<file path="config.mk">
export PLATFORM = sky130hd
export DESIGN_NAME = fifo_wr_arbiter_flat
export DESIGN_NICKNAME = d
export VERILOG_FILES = /design/src/rtl/fifo_pkg.sv /design/src/rtl/fifo_wr_arbiter_if.sv /design/src/rtl/rr_pick.sv /design/src/rtl/fifo_wr_arbiter.sv /design/src/flat_wrapper.sv
export SDC_FILE = /design/constraint.sdc
export NUM_CORES = 1
export LEC_CHECK = 0
export BUFFER_PORTS_ARGS = -buffer_cell sky130_fd_sc_hd__buf_2
export CAP_MARGIN = 20
export CORE_MARGIN = 2
export CORE_UTILIZATION = 25
export CTS_BUF_LIST = sky130_fd_sc_hd__clkbuf_4 sky130_fd_sc_hd__clkbuf_8
export DETAILED_ROUTE_END_ITERATION = 12
export PLACE_DENSITY_LB_ADDON = 0.2
export SYNTH_ARGS = -nofsm -noshare
export SYNTH_HDL_FRONTEND = slang
export SYNTH_SLANG_ARGS = --single-unit
</file>
<file path="constraint.sdc">
create_clock -name wclk -period 8.7 [get_ports wclk]
set_input_delay 1.74 -clock wclk [delete_from_list [all_inputs] [get_ports wclk]]
set_output_delay 1.74 -clock wclk [all_outputs]
set_load 0.005 [all_outputs]
</file>
<file path="src/rtl/fifo_pkg.sv">
// fifo_pkg: shared state type, stats width and default sizing for the async FIFO write side
package fifo_pkg;
    typedef enum logic {IDLE, LOCK} state_t;
    localparam int STAT_W = 16;
    localparam int DEF_NREQ = 4;
    localparam int DEF_DSIZE = 8;
    localparam int DEF_MAX_BURST = 4;
endpackage

</file>
<file path="src/rtl/fifo_wr_arbiter_if.sv">
// fifo_wr_arbiter_if: requester handshake and FIFO write-port bus around the write arbiter
interface fifo_wr_arbiter_if #(
    parameter int NREQ = fifo_pkg::DEF_NREQ,
    parameter int DSIZE = fifo_pkg::DEF_DSIZE,
    parameter int IDXW = $clog2(NREQ)
);
    logic [NREQ-1:0] req_valid;
    logic [NREQ*DSIZE-1:0] req_data;
    logic [NREQ-1:0] req_last;
    logic [NREQ-1:0] req_ready;
    logic wfull;
    logic winc;
    logic [DSIZE-1:0] wdata;
    logic [IDXW-1:0] wsel;
    logic busy;
    modport master (
        output req_valid, req_data, req_last, wfull,
        input req_ready, winc, wdata, wsel, busy
    );
    modport slave (
        input req_valid, req_data, req_last, wfull,
        output req_ready, winc, wdata, wsel, busy
    );
endinterface

</file>
<file path="src/rtl/rr_pick.sv">
// rr_pick: combinational round-robin priority encoder starting at ptr, one-hot grant plus index
module rr_pick #(
    parameter int NREQ = 4,
    parameter int IDXW = $clog2(NREQ)
) (
    input logic [NREQ-1:0] valid,
    input logic [IDXW-1:0] ptr,
    output logic [NREQ-1:0] gnt,
    output logic [IDXW-1:0] idx,
    output logic any
);
    logic [IDXW-1:0] j;
    // scan from farthest to nearest so the first valid at or after ptr overwrites the rest
    always_comb begin
        gnt = '0;
        idx = '0;
        j = '0;
        for (int k = NREQ - 1; k >= 0; k--) begin
            j = IDXW'((int'(ptr) + k) % NREQ);
            if (valid[j]) begin
                gnt = '0;
                gnt[j] = 1'b1;
                idx = j;
            end
        end
    end
    assign any = |valid;
endmodule

</file>
<file path="src/rtl/fifo_wr_arbiter.sv">
// fifo_wr_arbiter: round-robin, burst-locking scheduler sharing the async FIFO write port.
// Define FIFO_WARB_STATS_EN to add per-requester beat counters and a full-stall counter.
module fifo_wr_arbiter
    import fifo_pkg::*;
#(
    parameter int NREQ = DEF_NREQ,
    parameter int DSIZE = DEF_DSIZE,
    parameter int MAX_BURST = DEF_MAX_BURST,
    parameter int IDXW = $clog2(NREQ)
) (
    input logic wclk,
    input logic wrst_n,
    fifo_wr_arbiter_if.slave bus
`ifdef FIFO_WARB_STATS_EN
    ,
    output logic [NREQ*STAT_W-1:0] stat_cnt,
    output logic [STAT_W-1:0] stat_stall
`endif
);
    localparam int BW = $clog2(MAX_BURST + 1);

    state_t state;
    logic [IDXW-1:0] rr_ptr, lock_idx, pick_idx, g;
    logic [BW-1:0] beat_cnt;
    logic [NREQ-1:0] pick_gnt;
    logic any_valid, ready_ok, winc, last_slot;

    function automatic logic [IDXW-1:0] inc_idx(input logic [IDXW-1:0] i);
        return (int'(i) == NREQ - 1) ? '0 : i + 1'b1;
    endfunction

    rr_pick #(.NREQ(NREQ), .IDXW(IDXW)) u_pick (
        .valid(bus.req_valid),
        .ptr(rr_ptr),
        .gnt(pick_gnt),
        .idx(pick_idx),
        .any(any_valid)
    );

    assign g = (state == LOCK) ? lock_idx : pick_idx;
    assign ready_ok = wrst_n && !bus.wfull && (state == LOCK || any_valid);
    assign winc = ready_ok && bus.req_valid[g];
    assign last_slot = int'(beat_cnt) + 1 >= MAX_BURST;
    assign bus.req_ready = !ready_ok ? '0 : (state == LOCK) ? NREQ'(1) << lock_idx : pick_gnt;
    assign bus.winc = winc;
    assign bus.wdata = bus.req_data[g*DSIZE +: DSIZE];
    assign bus.wsel = wrst_n ? g : '0;
    assign bus.busy = state == LOCK;

    // grant lock and round-robin pointer only move on an accepted beat
    always_ff @(posedge wclk or negedge wrst_n) begin
        if (!wrst_n) begin
            state <= IDLE;
            rr_ptr <= '0;
            lock_idx <= '0;
            beat_cnt <= '0;
        end else if (winc) begin
            if (state == IDLE) begin
                if (!bus.req_last[g] && MAX_BURST > 1) begin
                    state <= LOCK;
                    lock_idx <= g;
                    beat_cnt <= BW'(1);
                end else begin
                    rr_ptr <= inc_idx(g);
                end
            end else if (bus.req_last[g] || last_slot) begin
                state <= IDLE;
                rr_ptr <= inc_idx(lock_idx);
                beat_cnt <= '0;
            end else begin
                beat_cnt <= beat_cnt + 1'b1;
            end
        end
    end

`ifdef FIFO_WARB_STATS_EN
    // saturating per-requester beat counts and count of cycles stalled by a full FIFO
    always_ff @(posedge wclk or negedge wrst_n) begin
        if (!wrst_n) begin
            stat_cnt <= '0;
            stat_stall <= '0;
        end else begin
            for (int i = 0; i < NREQ; i++)
                if (winc && int'(g) == i && stat_cnt[i*STAT_W +: STAT_W] != '1)
                    stat_cnt[i*STAT_W +: STAT_W] <= stat_cnt[i*STAT_W +: STAT_W] + 1'b1;
            if (any_valid && bus.wfull && stat_stall != '1)
                stat_stall <= stat_stall + 1'b1;
        end
    end
`endif
endmodule
</file>
<file path="src/flat_wrapper.sv">
// flat-port wrapper written by rule: the top's interface ports become plain ports
module fifo_wr_arbiter_flat import fifo_pkg::*;
#(
    parameter int NREQ = DEF_NREQ,
    parameter int DSIZE = DEF_DSIZE,
    parameter int MAX_BURST = DEF_MAX_BURST,
    parameter int IDXW = $clog2(NREQ)
)
  (wclk, wrst_n, bus_req_valid, bus_req_data, bus_req_last, bus_wfull, bus_req_ready, bus_winc, bus_wdata, bus_wsel, bus_busy);
  fifo_wr_arbiter_if #(.NREQ(NREQ), .DSIZE(DSIZE), .IDXW(IDXW)) bus_i ();
  input logic wclk;
  input logic wrst_n;
  input wire logic [$bits(bus_i.req_valid)-1:0] bus_req_valid;
  input wire logic [$bits(bus_i.req_data)-1:0] bus_req_data;
  input wire logic [$bits(bus_i.req_last)-1:0] bus_req_last;
  input wire logic [$bits(bus_i.wfull)-1:0] bus_wfull;
  output wire logic [$bits(bus_i.req_ready)-1:0] bus_req_ready;
  output wire logic [$bits(bus_i.winc)-1:0] bus_winc;
  output wire logic [$bits(bus_i.wdata)-1:0] bus_wdata;
  output wire logic [$bits(bus_i.wsel)-1:0] bus_wsel;
  output wire logic [$bits(bus_i.busy)-1:0] bus_busy;
  assign bus_i.req_valid = bus_req_valid;
  assign bus_i.req_data = bus_req_data;
  assign bus_i.req_last = bus_req_last;
  assign bus_i.wfull = bus_wfull;
  assign bus_req_ready = bus_i.req_ready;
  assign bus_winc = bus_i.winc;
  assign bus_wdata = bus_i.wdata;
  assign bus_wsel = bus_i.wsel;
  assign bus_busy = bus_i.busy;
  fifo_wr_arbiter #(.NREQ(NREQ), .DSIZE(DSIZE), .MAX_BURST(MAX_BURST), .IDXW(IDXW)) u_core (.wclk(wclk), .wrst_n(wrst_n), .bus(bus_i));
endmodule
</file>
==> results of run 1 <==
==> cell usage after synthesis, types with 2 or more instances <==
cell type,instances
a211oi_1,14
o21ai_0,8
o21a_1,3
mux2i_1,17
a31o_2,2
mux2_2,3
nor4_1,3
buf_4,2
dfrtp_1,8
a31oi_1,4
a21oi_1,10
nand3_1,4
clkbuf_1,7
a22oi_1,5
o211ai_1,4
mux4_2,4
buf_6,3
inv_1,9
nor3_1,2
ha_1,12
and2_1,9
nand2_1,7
nor2_1,11
==> layout make-up <==
type	count	share of cell area
repair buffers	59	0.166
clock buffers	3	0.0230
flip-flops and latches	8	0.111
inverters	10	0.0209
well taps	72	0.0502
multi-input cells	142	0.629
==> cell usage in the layout (no fill, tap or decap), drive strengths merged, types with 4 or more instances in the layout <==
| cell | n |
|---|---|
| mux2i | 17 |
| a31oi | 4 |
| a21oi | 10 |
| o211ai | 5 |
| dfrtp | 8 |
| ha | 12 |
| mux4 | 4 |
| a22oi | 5 |
| nand3 | 4 |
| nand2 | 7 |
| buf | 59 |
| and2 | 9 |
| o21ai | 10 |
| inv | 9 |
| nor4 | 4 |
| nor2 | 11 |
| a211oi | 14 |
==> worst max-delay path, cell delays in order <==
cell and delay, ps:
buf_2 170, mux4_2 590, o21ai_2 200, a31o_1 660, mux2_2 460, nor2_1 150, buf_2 140
==> flip-flops by register name (all words and copies together) (netlist names) <==
| name | cells |
|---|---|
| u_core.beat_cnt | 3 |
| u_core.lock_idx | 2 |
| u_core.bus.busy | 1 |
| u_core.rr_ptr | 2 |
==> through the flow <==
stage	cells	power, W	hold slack [ps]
finish	294	0.000657	531
global route	294	0.000731	603
CTS	294	0.000666	534
detailed placement	291	0.000619	520
global placement	291	0.000618	511
floorplan	174	0.000496	481
==> power by group <==
group	leakage, nW	internal, W	total, W	switching, W
Sequential	0.0958	0.0000533	0.0000985	0.0000452
Combinational	0.722	0.000230	0.000514	0.000284
Clock	0.0216	0.0000299	0.0000443	0.0000143
Total	0.840	0.000313	0.000657	0.000344
==> metal layers <==
layer  global-route usage  vias to the layer above  routed length [um]
met3               0.0202                        2                 163
met4               0.0220                        0                  16
met1                0.162                      682                1800
li1                     -                      756                   -
met2                0.208                       35                2040
met5                    0                        -                   0
==> cells by family (layout without fill, tap and decap cells) <==
| group | Yosys count | in the layout |
|---|---|---|
| compound gates | 62 | 62 |
| simple gates | 43 | 43 |
| mux | 24 | 24 |
| buf+inv | 24 | 72 |
| fa+ha+maj | 12 | 12 |
| flops | 8 | 8 |
| xor+xnor | 1 | 1 |
==> final timing paths <==
path                            cells past startpoint  slack [ps]                from                 end
worst max-delay path                                7        2860    bus_req_valid[1]            bus_winc
worst min-delay path                                1         530  u_core.beat_cnt[2]  u_core.beat_cnt[2]
worst max register to register                      8        4540    u_core.rr_ptr[0]    u_core.rr_ptr[1]
worst min register to register                      1         530  u_core.beat_cnt[2]  u_core.beat_cnt[2]
max in group asynchronous                           1        7170              wrst_n  u_core.lock_idx[0]
min in group asynchronous                           1        1350              wrst_n  u_core.beat_cnt[2]
==> summary.md, run 1 <==
| Metric | Value |
|---|---|
| Crit Path Category | in -> out |
| Row count | 27 |
| Largest cells by area after synthesis | dfrtp_1 (14%), mux2i_1 (12%), ha_1 (10%), a211oi_1 (7.2%), mux4_2 (6.2%) |
| Worst Path Required | 6960 ps |
| Mean Syn Cell Area | 8.33 sq um |
| Initial Util | 0.262 |
| Seq/Total Area, Yosys | 0.138 |
| Post-layout min period | 5840 ps |
| Drt first-iter violations | 74 |
| Post-synth top area cell | dfrtp_1 |
| WL per Instance | 13.6 um |
| Number of fill cells in the layout | 620 |
| Yosys Warn Count | 0 |
| Cts repair resizes | 0 |
| Status | completed |
| Drt pass-1 iters | 4 |
| Synth cell types | 46 |
| Footprint of the multi-input gates | 1130 sq um |
| EDFF count, synth | 0 |
| Period utilization | 0.672 |
| Total number of vias | 1475 |
| Final Skew | 3.59 ps |
| Power Density | 366 nW/um^2 |
| Post-Syn Area | 1450 sq um |
| Clk sink count | 8 |
| RSZ-0062 raised after global routing | false |
| Main synth FF type | dfrtp_1 |
| Io pins | 59 |
| Worst EP arrival | 4100 ps |
| Detail Placement HPWL | 3200 um |
| Setup crit end kind | output port |
| Die area | 6430 sq um |
| Clk_lat worst skew | 230 ps |
| # hold bufs at CTS | 0 |
| Cts bufs inserted | 3 |
| Synth Area in Compound Gates | 0.298 |
| Yosys top cell area share | 0.138 |
| Utilization after layout | 0.324 |
| Peak supply drop | 0.143 mV |
| Detailed-route wire length | 4010 um |
| First-pass GRT wire length | 6350 um |
| Drc violations | 0 |
| Fin. max-slew vios | 0 |
| Layout cells sized above 1 | 0.347 |
| Core area | 5540 sq um |
| Ys async rst share | 1.00 |
| Maximum clock insertion buffer count | 2 |
| Pre-CTS setup slack | 2860 ps |
| Combinational family with the most area after synthesis | compound AO/OA/AOI/OAI gates |
| Clk root buf | clkbuf_8 |
| GRT Util Overall | 0.122 |
| Via density | 5.02 |
| # H-tree levels | 1 |
| GRT overflow | 0 |
| Largest net degree at the start of global routing | 21 |
| Yosys reg bits | 8 |
| CP max FO | 20 |
| Worst-path clk slew | 40 ps |
| Post-CTS setup buffers | 0 |
| Design Area, Final | 1800 sq um |
| Area Growth Syn to Fin | 23.8% |
| Die width | 80.2 um |
| Post-synthesis xor/xnor area fraction | 0.00604 |
| Fin. Hold Viols | 0 |
| Layout Nets | 279 |
| Synth Area in Simple Gates | 0.168 |
| Rel. slew slack | 0.494 |
| Final setup viols | 0 |
| FMAX | 171 MHz |
| CTS tree | built |
| Register Area | 200 sq um |
| Number of global-route vias before repair | 1305 |
| Synth Area in Adders | 0.104 |
| Synthesized Nets | 229 |
| Hold Path Class | reg -> reg |
| Setup TNS | 0 ps |
| Mux cell area share after synthesis | 0.203 |
| # diodes | 0 |
| Max-Cap Viols | 0 |
| Syn Inst Count | 174 |
| Initial antenna violation count | 0 |
| Area after DPL | 1750 sq um |
| Fin worst setup slack | 2860 ps |
| Number of port buffers | 58 |
| Die Span Y | 80.2 um |
| Routability cong. | 0.737 |
| Crit path launch type | primary input |
| Routed Antenna Nets | 0 |
| Leak | 0.840 nW |
| Worst Tran Pin Value | 758 ps |
Note: power is estimated with default switching activity, not from simulation.
==> inputs of run 2 (changes only) <==
==> constraint.sdc (replaced) <==
create_clock -name wclk -period 5.8 [get_ports wclk]
set_input_delay 1.16 -clock wclk [delete_from_list [all_inputs] [get_ports wclk]]
set_output_delay 1.16 -clock wclk [all_outputs]
set_load 0.005 [all_outputs]
==> run 2 against run 1 <==
Sequential cell count unchanged; core utilization grew 0.14 points; sequential share of layout area is essentially flat; combinational power increased by 51%; design area is 0.42% higher.
==> summary.md, run 2 (synthesis gave the netlist of run 1 again) <==
| Metric | Value |
|---|---|
| Largest regs | u_core.beat_cnt (3), u_core.lock_idx (2), u_core.rr_ptr (2) (unchanged) |
| Final Skew | 2.58 ps (was 3.59 ps) |
| Cts bufs inserted | 3 (unchanged) |
| CTS tree | built (unchanged) |
| Leak | 0.845 nW (was 0.840 nW) |
| Total Power | 0.000988 W (was 0.000657 W) |
| Period utilization | 0.859 |
| # diodes | 0 (unchanged) |
| Slowest cell delay on critical path | 660 ps (about the same) |
| Initial antenna violation count | 0 (unchanged) |
| First-pass GRT wire length | 6350 um (unchanged) |
| Area Growth Syn to Fin | 24.3% (was 23.8%) |
| Number of fill cells in the layout | 627 (was 620) |
| Footprint of the multi-input gates | 1130 sq um (unchanged) |
| Worst-path clk slew | 40 ps (about the same) |
| Power Density | 548 nW/um^2 (was 366 nW/um^2) |
| Number of port buffers | 58 (unchanged) |
| Clk sink count | 8 (unchanged) |
| Peak supply drop | 0.214 mV (was 0.143 mV) |
| Detailed-route wire length | 3980 um (was 4010 um) |
| Max FFs per register | 3 (unchanged) |
| Largest net degree at the start of global routing | 21 (unchanged) |
| Initial Util | 0.262 (unchanged) |
| Drc violations | 0 (unchanged) |
| Layout cells sized above 1 | 0.350 (was 0.347) |
| Crit-path cells | inv_1 -> ha_1 -> mux4_2 -> a21boi_0 -> o211ai_1 -> a31o_1 -> mux2_2 -> nor2_1 -> buf_2 (was buf_2 -> mux4_2 -> o21ai_2 -> a31o_1 -> mux2_2 -> nor2_1 -> buf_2) |
| Final setup viols | 0 (unchanged) |
| Cts repair resizes | 0 (unchanged) |
| Drt first-iter violations | 80 (was 74) |
| Critical path's slowest cell | a31o_1 (unchanged) |
| Routed Antenna Nets | 0 (unchanged) |
| Utilization after layout | 0.325 (was 0.324) |
| Crit path launch type | flip-flop (was primary input) |
| Die width | 80.2 um (unchanged) |
| Post-CTS setup buffers | 0 (unchanged) |
| Clk_lat worst skew | 230 ps (about the same) |
| Hold Path Class | reg -> reg (unchanged) |
| GRT Util Overall | 0.123 (was 0.122) |
| Worst Path Required | 4640 ps (was 6960 ps) |
| Setup TNS | 0 ps (unchanged) |
| Die Span Y | 80.2 um (unchanged) |
| FMAX | 201 MHz |
| Routability cong. | 0.758 (was 0.737) |
| Worst EP arrival | 3820 ps (was 4100 ps) |
| Post-layout min period | 4980 ps |
| Most frequent cells in the layout | buf_2 (58), mux2i_1 (17), a211oi_1 (14), ha_1 (12), nor2_1 (11) (unchanged) |
| Via density | 4.89 (was 5.02) |
| Crit Path Category | reg -> out (was in -> out) |
| Maximum clock insertion buffer count | 2 (unchanged) |
| Layout Nets | 280 (was 279) |
| Register Area | 200 sq um (unchanged) |
| Row count | 27 (unchanged) |
| Io pins | 59 (unchanged) |
| Status | completed (unchanged) |
| WL per Instance | 13.5 um (was 13.6 um) |
| # H-tree levels | 1 (unchanged) |
| Detail Placement HPWL | 3200 um (about the same) |
| Total number of vias | 1442 (was 1475) |
| Max-Cap Viols | 0 (unchanged) |
| Drt pass-1 iters | 4 (unchanged) |
| Area after DPL | 1760 sq um (was 1750 sq um) |
| Number of global-route vias before repair | 1348 (was 1305) |
| Design Area, Final | 1800 sq um (about the same) |
| Setup crit end kind | output port (unchanged) |
| Most common cell after layout, fill and taps aside | buf_2 (unchanged) |
| Largest Register | u_core.beat_cnt (unchanged) |
| CP max FO | 20 (unchanged) |
| # hold bufs at CTS | 0 (unchanged) |
| Rel. slew slack | 0.514 (was 0.494) |
| RSZ-0062 raised after global routing | false (unchanged) |
| Worst Tran Pin Value | 730 ps (was 758 ps) |
| GRT overflow | 0 (unchanged) |
| Clk root buf | clkbuf_8 (unchanged) |
| Die area | 6430 sq um (unchanged) |
| Fin. max-slew vios | 0 (unchanged) |
| Fin. Hold Viols | 0 (unchanged) |
| Core area | 5540 sq um (unchanged) |
| Hold WS | 532 ps (was 531 ps) |
==> run 2: worst paths after layout <==
path,startpoint,endpoint,slack (ps),cells past startpoint
max in group asynchronous,wrst_n,u_core.rr_ptr[0],4850,1
worst max register to register,u_core.rr_ptr[0],u_core.rr_ptr[1],1690,9
worst min-delay path,u_core.beat_cnt[2],u_core.beat_cnt[2],530,1
min in group asynchronous,wrst_n,u_core.beat_cnt[2],770,1
worst max-delay path,u_core.rr_ptr[0],bus_winc,820,9
worst min register to register,u_core.beat_cnt[2],u_core.beat_cnt[2],530,1
==> run 2: critical path, delay by kind of cell, from the launching register on <==
kind | cells | cell delay (ps)
adder cells (fa/ha/maj) | 1 | 420
flip-flops | 1 | 650
multiplexers | 2 | 960
AND/OR/NAND/NOR | 1 | 150
AO/OA/AOI/OAI | 3 | 1010
buffers and inverters | 2 | 390
==> run 2: power by group <==
part	internal [W]	switching [W]	total, W	leakage [nW]
Combinational	0.000350	0.000425	0.000776	0.727
Sequential	0.0000800	0.0000673	0.000147	0.0958
Clock	0.0000449	0.0000207	0.0000655	0.0216
Total	0.000475	0.000513	0.000988	0.845
==> run 2: stage by stage <==
step                instances  setup slack, ps
finish                    295              815
floorplan                 174             1690
global route              295              521
CTS                       295              762
global placement          292             1110
detailed placement        292             1020
==> run 2: per-layer routing <==
| layer | vias up | track usage | wire, um |
|---|---|---|---|
| li1 | 756 | - | - |
| met3 | 2 | 0.0202 | 120 |
| met2 | 19 | 0.207 | 2030 |
| met5 | - | 0 | 0 |
| met4 | 0 | 0.0254 | 10 |
| met1 | 665 | 0.165 | 1820 |
==> run 2: final cells by class <==
| type | instances | share of cell area |
|---|---|---|
| clock buffer | 3 | 0.0229 |
| inverter | 10 | 0.0208 |
| multi-input combinational | 142 | 0.626 |
| sequential | 8 | 0.111 |
| tap | 72 | 0.0500 |
| timing repair buffer | 60 | 0.169 |
==> inputs of run 3 (changes only) <==
--- a/config.mk
+++ b/config.mk
@@ -7,10 +7,12 @@
 export LEC_CHECK = 0
 export BUFFER_PORTS_ARGS = -buffer_cell sky130_fd_sc_hd__buf_2
 export CAP_MARGIN = 20
+export CORE_ASPECT_RATIO = 0.9
 export CORE_MARGIN = 2
 export CORE_UTILIZATION = 25
 export CTS_BUF_LIST = sky130_fd_sc_hd__clkbuf_4 sky130_fd_sc_hd__clkbuf_8
 export DETAILED_ROUTE_END_ITERATION = 12
+export GPL_ROUTABILITY_DRIVEN = 1
 export PLACE_DENSITY_LB_ADDON = 0.2
 export SYNTH_ARGS = -nofsm -noshare
 export SYNTH_HDL_FRONTEND = slang
==> run 3 against run 2 <==
Die area about the same; core utilization is 0.68 points lower; via count is 4.6% higher; clock skew down 1.7 ps; clock power increased by 2%; critical path type unchanged; largest cell class unchanged; largest power group unchanged.
==> summary.md, run 3 (synthesis gave the netlist of run 1 again) <==
| Metric | Value |
|---|---|
| Status | completed (unchanged) |
| RSZ-0062 raised after global routing | false (unchanged) |
| Drc violations | 0 (unchanged) |
| Clk root buf | clkbuf_8 (unchanged) |
| Most frequent cells in the layout | buf_2 (58), mux2i_1 (17), a211oi_1 (14), ha_1 (12), nor2_1 (11) (unchanged) |
| Io pins | 59 (unchanged) |
| Clk sink count | 8 (unchanged) |
| Cts bufs inserted | 3 (unchanged) |
| Non-Filler Instances | 292 (was 295) |
| WL per Instance | 13.4 um (was 13.5 um) |
| Largest Register | u_core.beat_cnt (unchanged) |
| Post-CTS setup buffers | 0 (unchanged) |
| Drt pass-1 iters | 4 (unchanged) |
| Crit Reg-Reg Startpoint | u_core.rr_ptr[0] (unchanged) |
| Largest net degree at the start of global routing | 21 (unchanged) |
| # hold bufs at CTS | 0 (unchanged) |
| Area Growth Syn to Fin | 23.6% (was 24.3%) |
| CP max FO | 20 (unchanged) |
| Setup crit end kind | output port (unchanged) |
| Detail Placement HPWL | 3050 um (was 3200 um) |
| Power Density | 548 nW/um^2 (about the same) |
| Hold Path Class | reg -> reg (unchanged) |
| # H-tree levels | 1 (unchanged) |
| Maximum clock insertion buffer count | 2 (unchanged) |
| # diodes | 0 (unchanged) |
| Rel. slew slack | 0.504 (was 0.514) |
| Placed cell count | 289 (was 292) |
| Design Area, Final | 1790 sq um (was 1800 sq um) |
| Total number of vias | 1508 (was 1442) |
| Worst Tran Pin Value | 745 ps (was 730 ps) |
| Core area | 5630 sq um (was 5540 sq um) |
| Utilization after layout | 0.319 (was 0.325) |
| Drt first-iter violations | 62 (was 80) |
| Peak supply drop | 0.218 mV (was 0.214 mV) |
| First-pass GRT wire length | 6300 um (was 6350 um) |
| Die Span Y | 76.3 um (was 80.2 um) |
| Fin. Hold Viols | 0 (unchanged) |
| Max-Cap Viols | 0 (unchanged) |
| Largest regs | u_core.beat_cnt (3), u_core.lock_idx (2), u_core.rr_ptr (2) (unchanged) |
| GRT overflow | 0 (unchanged) |
| Fin worst setup slack | 857 ps (was 815 ps) |
| Die area | 6430 sq um (about the same) |
| Initial antenna violation count | 0 (unchanged) |
| Period utilization | 0.852 (was 0.859) |
| CTS tree | built (unchanged) |
| R2r setup slk | 1720 ps (was 1690 ps) |
| Row count | 26 (was 27) |
| Worst-path clk slew | 40 ps (about the same) |
| Max FFs per register | 3 (unchanged) |
| Pre-CTS setup slack | 1090 ps (was 1020 ps) |
| GRT Util Overall | 0.117 (was 0.123) |
| Crit path launch type | flip-flop (unchanged) |
| Layout cells sized above 1 | 0.347 (was 0.350) |
| Number of fill cells in the layout | 590 (was 627) |
| Final Skew | 0.874 ps (was 2.58 ps) |
| Routed Antenna Nets | 0 (unchanged) |
| Initial Util | 0.258 (was 0.262) |
| Area after DPL | 1750 sq um (was 1760 sq um) |
| Worst EP arrival | 3780 ps (was 3820 ps) |
| Worst Path Required | 4640 ps (about the same) |
| Routability cong. | 0.748 (was 0.758) |
| Cts repair resizes | 0 (unchanged) |
| Fin. max-slew vios | 0 (unchanged) |
| Clk_lat worst skew | 230 ps (about the same) |
| Post-layout min period | 4940 ps (was 4980 ps) |
| Number of global-route vias before repair | 1368 (was 1348) |
| Crit Path Category | reg -> out (unchanged) |
| Detailed-route wire length | 3900 um (was 3980 um) |
| FMAX | 202 MHz (was 201 MHz) |
| Via density | 5.16 (was 4.89) |
| Final setup viols | 0 (unchanged) |
| Die width | 84.3 um (was 80.2 um) |
| Leak | 0.840 nW (was 0.845 nW) |
| Setup TNS | 0 ps (unchanged) |
| HP Start | u_core.beat_cnt[2] (unchanged) |
| Crit path launch | u_core.rr_ptr[0] (unchanged) |
| Layout Nets | 279 (was 280) |
| Most common cell after layout, fill and taps aside | buf_2 (unchanged) |
| Number of port buffers | 58 (unchanged) |
[run 3: path summary, 6_finish.rpt]
path                                      end  cells after the start
setup reg to reg             u_core.rr_ptr[1]                      8
setup / recovery                     bus_winc                      8
min in group asynchronous     u_core.bus.busy                      1
hold / removal             u_core.beat_cnt[2]                      1
max in group asynchronous  u_core.beat_cnt[2]                      1
hold reg to reg            u_core.beat_cnt[2]                      1
[run 3: per-stage QoR]
stage | hold WS [ps] | total power [W]
after floorplan | 481 | 0.000745
after global placement | 528 | 0.000927
after detailed placement | 515 | 0.000918
after CTS | 545 | 0.000989
after global routing | 565 | 0.00109
final | 541 | 0.000983
[run 3: routing by layer]
metal / part of all wire / wire length [um] / GRT usage
met1: 0.47 / 1840 / 0.152
met2: 0.47 / 1840 / 0.202
met3: 0.046 / 181 / 0.0195
met4: 0.012 / 46 / 0.0290
met5: 0 / 0 / 0
[run 3: final cells by class]
| class | instances | area (sq um) | area share |
|---|---|---|---|
| multi-input cells | 142 | 1130 | 0.629 |
| repair buffers | 59 | 298 | 0.166 |
| flip-flops and latches | 8 | 200 | 0.112 |
| well taps | 70 | 87.6 | 0.0488 |
| clock buffers | 3 | 41.3 | 0.0230 |
| inverters | 10 | 37.5 | 0.0209 |
[run 3: critical path, cell delays in order, from the launching register on]
cell and delay, ps:
dfrtp_1 650, inv_1 260, ha_1 430, mux4_2 630
o21ai_2 200, a31o_1 650, mux2_2 460, nor2_1 140
buf_2 140
[run 3: power breakdown]
group	leakage, nW	total [W]	switching, W	internal (W)
clock network	0.0216	0.0000671	0.0000221	0.0000450
registers	0.0958	0.000147	0.0000671	0.0000800
logic	0.722	0.000769	0.000424	0.000345
total	0.840	0.000983	0.000513	0.000470
